==> src/rtl/kd_arith_pkg.sv <==
// Shared arithmetic definitions for the Karatsuba multiplier and divider.
// Holds the FSM state encoding and the default operand width.
package kd_arith_pkg;

    typedef enum logic [1:0] {
        IDLE = 2'd0,
        RUN  = 2'd1,
        DONE = 2'd2
    } kd_state_e;

    localparam int KD_W = 32;

    localparam logic [KD_W-1:0] KD_Q_ONES = '1;

endpackage

==> src/rtl/kd_div_step.sv <==
// One-bit restoring division step.
// Shifts the next dividend bit into the partial remainder and subtracts the divisor when it fits.
module kd_div_step
    import kd_arith_pkg::*;
#(
    parameter int W = KD_W
) (
    input  logic [W-1:0] r_i,
    input  logic         bit_i,
    input  logic [W-1:0] divisor_i,
    output logic [W-1:0] r_o,
    output logic         q_o
);

    logic [W:0] t;

    always_comb begin
        t   = {r_i, bit_i};
        q_o = (t >= {1'b0, divisor_i});
        // r_i < divisor, so the difference always fits in W bits
        r_o = q_o ? (t[W-1:0] - divisor_i) : t[W-1:0];
    end

endmodule

==> src/rtl/kd_divider_64by32.sv <==
// Sequential 2W-by-W restoring divider with valid/ready handshakes.
// One division in flight; W iterations per normal result.
module kd_divider_64by32
    import kd_arith_pkg::*;
#(
    parameter int W = KD_W
) (
    input  logic           clk,
    input  logic           rst_n,
    input  logic           in_valid,
    output logic           in_ready,
    input  logic [2*W-1:0] dividend,
    input  logic [W-1:0]   divisor,
    output logic           out_valid,
    input  logic           out_ready,
    output logic [W-1:0]   quotient,
    output logic [W-1:0]   remainder,
    output logic           div_by_zero,
    output logic           overflow
);

    localparam int CW = (W > 1) ? $clog2(W) : 1;

    kd_state_e     state_q, state_d;
    logic [W-1:0]  r_q, r_d;
    logic [W-1:0]  q_q, q_d;
    logic [W-1:0]  dvs_q, dvs_d;
    logic [CW-1:0] cnt_q, cnt_d;
    logic          dbz_q, dbz_d;
    logic          ovf_q, ovf_d;

    logic [W-1:0]  step_r;
    logic          step_q;

    kd_div_step #(.W(W)) u_step (
        .r_i       (r_q),
        .bit_i     (q_q[W-1]),
        .divisor_i (dvs_q),
        .r_o       (step_r),
        .q_o       (step_q)
    );

    always_comb begin
        state_d = state_q;
        r_d     = r_q;
        q_d     = q_q;
        dvs_d   = dvs_q;
        cnt_d   = cnt_q;
        dbz_d   = dbz_q;
        ovf_d   = ovf_q;
        unique case (state_q)
            IDLE: begin
                if (in_valid) begin
                    dvs_d = divisor;
                    dbz_d = 1'b0;
                    ovf_d = 1'b0;
                    if (divisor == '0) begin
                        dbz_d   = 1'b1;
                        q_d     = '1;
                        r_d     = dividend[W-1:0];
                        state_d = DONE;
                    end else if (dividend[2*W-1:W] >= divisor) begin
                        ovf_d   = 1'b1;
                        q_d     = '1;
                        r_d     = dividend[W-1:0];
                        state_d = DONE;
                    end else begin
                        r_d     = dividend[2*W-1:W];
                        q_d     = dividend[W-1:0];
                        cnt_d   = CW'(W - 1);
                        state_d = RUN;
                    end
                end
            end
            RUN: begin
                r_d = step_r;
                q_d = {q_q[W-2:0], step_q};
                if (cnt_q == '0) begin
                    state_d = DONE;
                end else begin
                    cnt_d = cnt_q - 1'b1;
                end
            end
            DONE: begin
                if (out_ready) begin
                    state_d = IDLE;
                end
            end
            default: state_d = IDLE;
        endcase
    end

    always_ff @(posedge clk or negedge rst_n) begin
        if (!rst_n) begin
            state_q <= IDLE;
            r_q     <= '0;
            q_q     <= '0;
            dvs_q   <= '0;
            cnt_q   <= '0;
            dbz_q   <= 1'b0;
            ovf_q   <= 1'b0;
        end else begin
            state_q <= state_d;
            r_q     <= r_d;
            q_q     <= q_d;
            dvs_q   <= dvs_d;
            cnt_q   <= cnt_d;
            dbz_q   <= dbz_d;
            ovf_q   <= ovf_d;
        end
    end

    assign in_ready    = (state_q == IDLE);
    assign out_valid   = (state_q == DONE);
    assign quotient    = q_q;
    assign remainder   = r_q;
    assign div_by_zero = dbz_q;
    assign overflow    = ovf_q;

endmodule
==> config.mk <==
export PLATFORM = sky130hd
export DESIGN_NAME = kd_divider_64by32
export DESIGN_NICKNAME = d
export VERILOG_FILES = /design/src/rtl/kd_arith_pkg.sv /design/src/rtl/kd_div_step.sv /design/src/rtl/kd_divider_64by32.sv
export SDC_FILE = /design/constraint.sdc
export NUM_CORES = 1
export LEC_CHECK = 0
export CAP_MARGIN = 15
export CORE_UTILIZATION = 54
export CTS_BUF_LIST = sky130_fd_sc_hd__clkbuf_4 sky130_fd_sc_hd__clkbuf_8
export DETAILED_ROUTE_END_ITERATION = 8
export PLACE_DENSITY_LB_ADDON = 0.12
export SLEW_MARGIN = 20
export SYNTH_ARGS = -nofsm -noshare
export SYNTH_HDL_FRONTEND = slang
export SYNTH_HIERARCHICAL = 1
export SYNTH_SLANG_ARGS = --single-unit
==> constraint.sdc <==
create_clock -name clk -period 3.8 [get_ports clk]
set_clock_uncertainty 0.15 [all_clocks]
set_input_delay 0.76 -clock clk [delete_from_list [all_inputs] [get_ports clk]]
set_output_delay 0.76 -clock clk [all_outputs]
set_load 0.02 [all_outputs]
==> results.py <==
metrics = {
    "worst_setup_path": {
        "cp_slowest_cell": "dfrtp_1",
        "crit_path_max_incr_delay_ns": 0.43,
        "worstPathArrival_ns": 3.75,
        "critical_path_required_ns": 3.91,
        "crit_buf_inv": 2,
        "crit_chain": "ha_1, a21oi_1, a21oi_1, a31o_2, nor4b_4, o21ai_2, a31oi_4, o21a_4, inv_2, buf_12, mux2_2, a21oi_1, nand3_1",
        "critPathLaunchType": "register",
        "worst-setup-path-type": "reg2reg",
        "critical_path.top_delay_family": "compound AO/OA/AOI/OAI gates",
        "cpMostUsedCell": "a21oi_1",
        "crit_fanout": 23,
        "endpoint_kind": "register",
    },
    "final_layout": {
        "areaGrowthSynthToFinish_pct": 26.19,
        "n_antenna_cell": 0,
        "nNetsFinal": 1300,
        "drive_gt1_frac": 0.1046,
        "fin_area_um2": 10270,
        "mostFrequentLayoutCell": "clkdlybuf4s50_1",
        "post-route-util": 0.7011,
        "layout_common_cells": "166 x clkdlybuf4s50_1, 136 x nand2_1, 106 x nand3_1",
        "final_cell_count_no_fill": 1322,
    },
    "run_status": {
        "status": "finished, violations left",
        "violations": "DRC",
    },
    "timing": {
        "finalHoldViolations": 0,
        "finalSetupViolCount": 0,
        "slew_viol_final": 0,
        "worst_slew_pin_slew_ns": 0.9226,
        "maxSlewHeadroom": 0.3792,
        "fin_ws_ns": 0.1576,
        "rsz0062_at_grt": "no",
        "period_share": 0.9585,
        "hold_ws_ns": 0.1720,
        "tns_ns": 0,
        "max_clock_freq_ghz": 0.2745,
        "period_needed_ns": 3.642,
    },
    "run": {
        "maxCapViolCount": 0,
    },
    "synth": {
        "synth_largest_area_cell": "dfrtp_1",
        "synth_area_um2": 8137,
        "avgSynthCellArea_um2": 8.227,
        "yosysTopAreaCellShare": 0.3229,
        "synth_edf_count": 0,
        "synth_cells": 989,
        "ys_seq_area_frac": 0.3229,
        "syn_nets": 1156,
        "ys_warn_count": 6,
        "synth.area.top_cells": "dfrtp_1 32%, ha_1 10%, nand3_1 6.5%",
        "async_flop_share": 1.000,
        "synthFlopType": "dfrtp_1",
        "synth_seq_cells": 105,
        "synth_cell_types": 68,
    },
    "power": {
        "p_per_area_nw_per_um2": 1076,
        "total_power_mw": 11.05,
        "peakVddDrop_mv": 0.5025,
        "p_leak_nw": 4.642,
    },
    "drt": {
        "routed_wl_um": 25710,
        "met1_length_um": 11680,
        "drcViolationCount": 8,
        "vias": 8138,
        "wl_per_cell_um": 19.45,
        "maxUsedRoutingLayer": "met4",
        "viasPerCell": 6.156,
        "wl_met2_um": 11220,
        "first_iter_violations": 829,
        "dr_wl_met3_um": 2191,
        "postRouteAntennaNets": 0,
        "drt-pass1-iter-count": 8,
    },
    "place": {
        "dpl_cell_area_um2": 10070,
        "hpwlAfterDp_um": 19620,
        "port_buffers": 167,
        "place_ws_ns": 0.06000,
        "gp_congestion": 0.9239,
        "dp_cells": 1306,
    },
    "floorplanning": {
        "die_y_um": 124.8,
        "start_util": 0.5556,
        "die-width_um": 124.8,
        "die_area_um2": 15560,
        "num_rows": 44,
        "core-area_um2": 14640,
        "io_pins": 168,
    },
    "clock_tree": {
        "cts_buffer_depth": 2,
        "postCtsSetupBuffers": 0,
        "cts_buffers": 9,
        "cts_tree": "built",
        "htreeDepth": 3,
        "cts_root_buffer": "clkbuf_8",
        "ctsResizeCount": 0,
        "clock_sinks": 105,
        "cts.clk_slew.worst_paths_ns": 0.12,
        "cts_hold_buf": 0,
        "clkLatencyLatePin_ns": 0.39,
    },
    "global_routing": {
        "antenna_found_initial": 0,
        "grt_usage": 0.3343,
        "grt_overflow": 0,
        "grt_pass1_wl_um": 40570,
        "grt_pass1_vias": 7675,
        "grt_max_degree": 86,
    },
    "min_path": {
        "hold_class": "in2async",
    },
}
-- path summary, 6_finish.rpt --
check | from | to | slack, ns | depth (start not counted)
setup reg to reg | remainder[10] | remainder[15] | 0.16 | 13
max in group asynchronous | rst_n | dvs_q[31] | 2.55 | 2
hold / removal | rst_n | quotient[8] | 0.17 | 1
min in group clk | dvs_q[26] | dvs_q[26] | 0.34 | 2
hold reg to reg | dvs_q[26] | dvs_q[26] | 0.34 | 2
setup / recovery | remainder[10] | remainder[15] | 0.16 | 13
-- synth_stat cells, types with 8 or more instances --
library cell    n
a31oi_1        39
and3_1         35
ha_1           66
mux2_2         20
xor2_1          8
nor2_1         27
buf_1           8
nor3_2         20
nor3_1         20
o21ai_0        48
mux2_4          9
nand3_1       106
clkbuf_1       40
xnor2_1        19
nor4_1         11
nand4_1        14
nor2b_1         8
a21o_1         15
dfrtp_1       105
nand2_1       137
a21oi_1        68
inv_1          77
-- cell families after synthesis --
group           count (synthesis)  synth area share
simple gates                  394            0.2480
compound gates                223            0.1744
buf+inv                       141           0.07366
flops                         105            0.3229
fa+ha+maj                      67            0.1040
mux                            32           0.04798
xor+xnor                       27           0.02906
-- final cells by class --
type	instances	area [um^2]
flip-flops and latches	105	2628
well taps	184	230.2
fillers	1209	4377
repair buffers	196	1987
inverters	78	292.8
multi-input cells	743	4942
clock inverters	6	50.05
clock buffers	10	137.6
-- metal layers --
layer  GRT usage  vias to the layer above
met4      0.1104                        0
met2      0.5013                      392
met3     0.05713                       44
met1      0.4871                     3895
li1            -                     3807
met5           0                        -
-- where the power goes --
part / internal, mW / switching, mW
Combinational: 3.73 / 4.42
Clock: 0.265 / 0.430
Sequential: 1.70 / 0.493
Total: 5.70 / 5.35
-- registers in the layout, summed over array words and instances, names as in the netlist --
signal       flops
dvs_q           32
quotient        32
remainder       32
cnt_q            5
state_q          2
div_by_zero      1
overflow         1
-- worst reg2reg max path, cell delays in order (launching register included) --
cell	delay, ns
dfrtp_1	0.43
ha_1	0.41
a21oi_1	0.29
a21oi_1	0.14
a31o_2	0.27
nor4b_4	0.39
o21ai_2	0.13
a31oi_4	0.24
o21a_4	0.17
inv_2	0.05
buf_12	0.16
mux2_2	0.30
a21oi_1	0.27
nand3_1	0.12
Note: power is estimated with default switching activity, not from simulation.
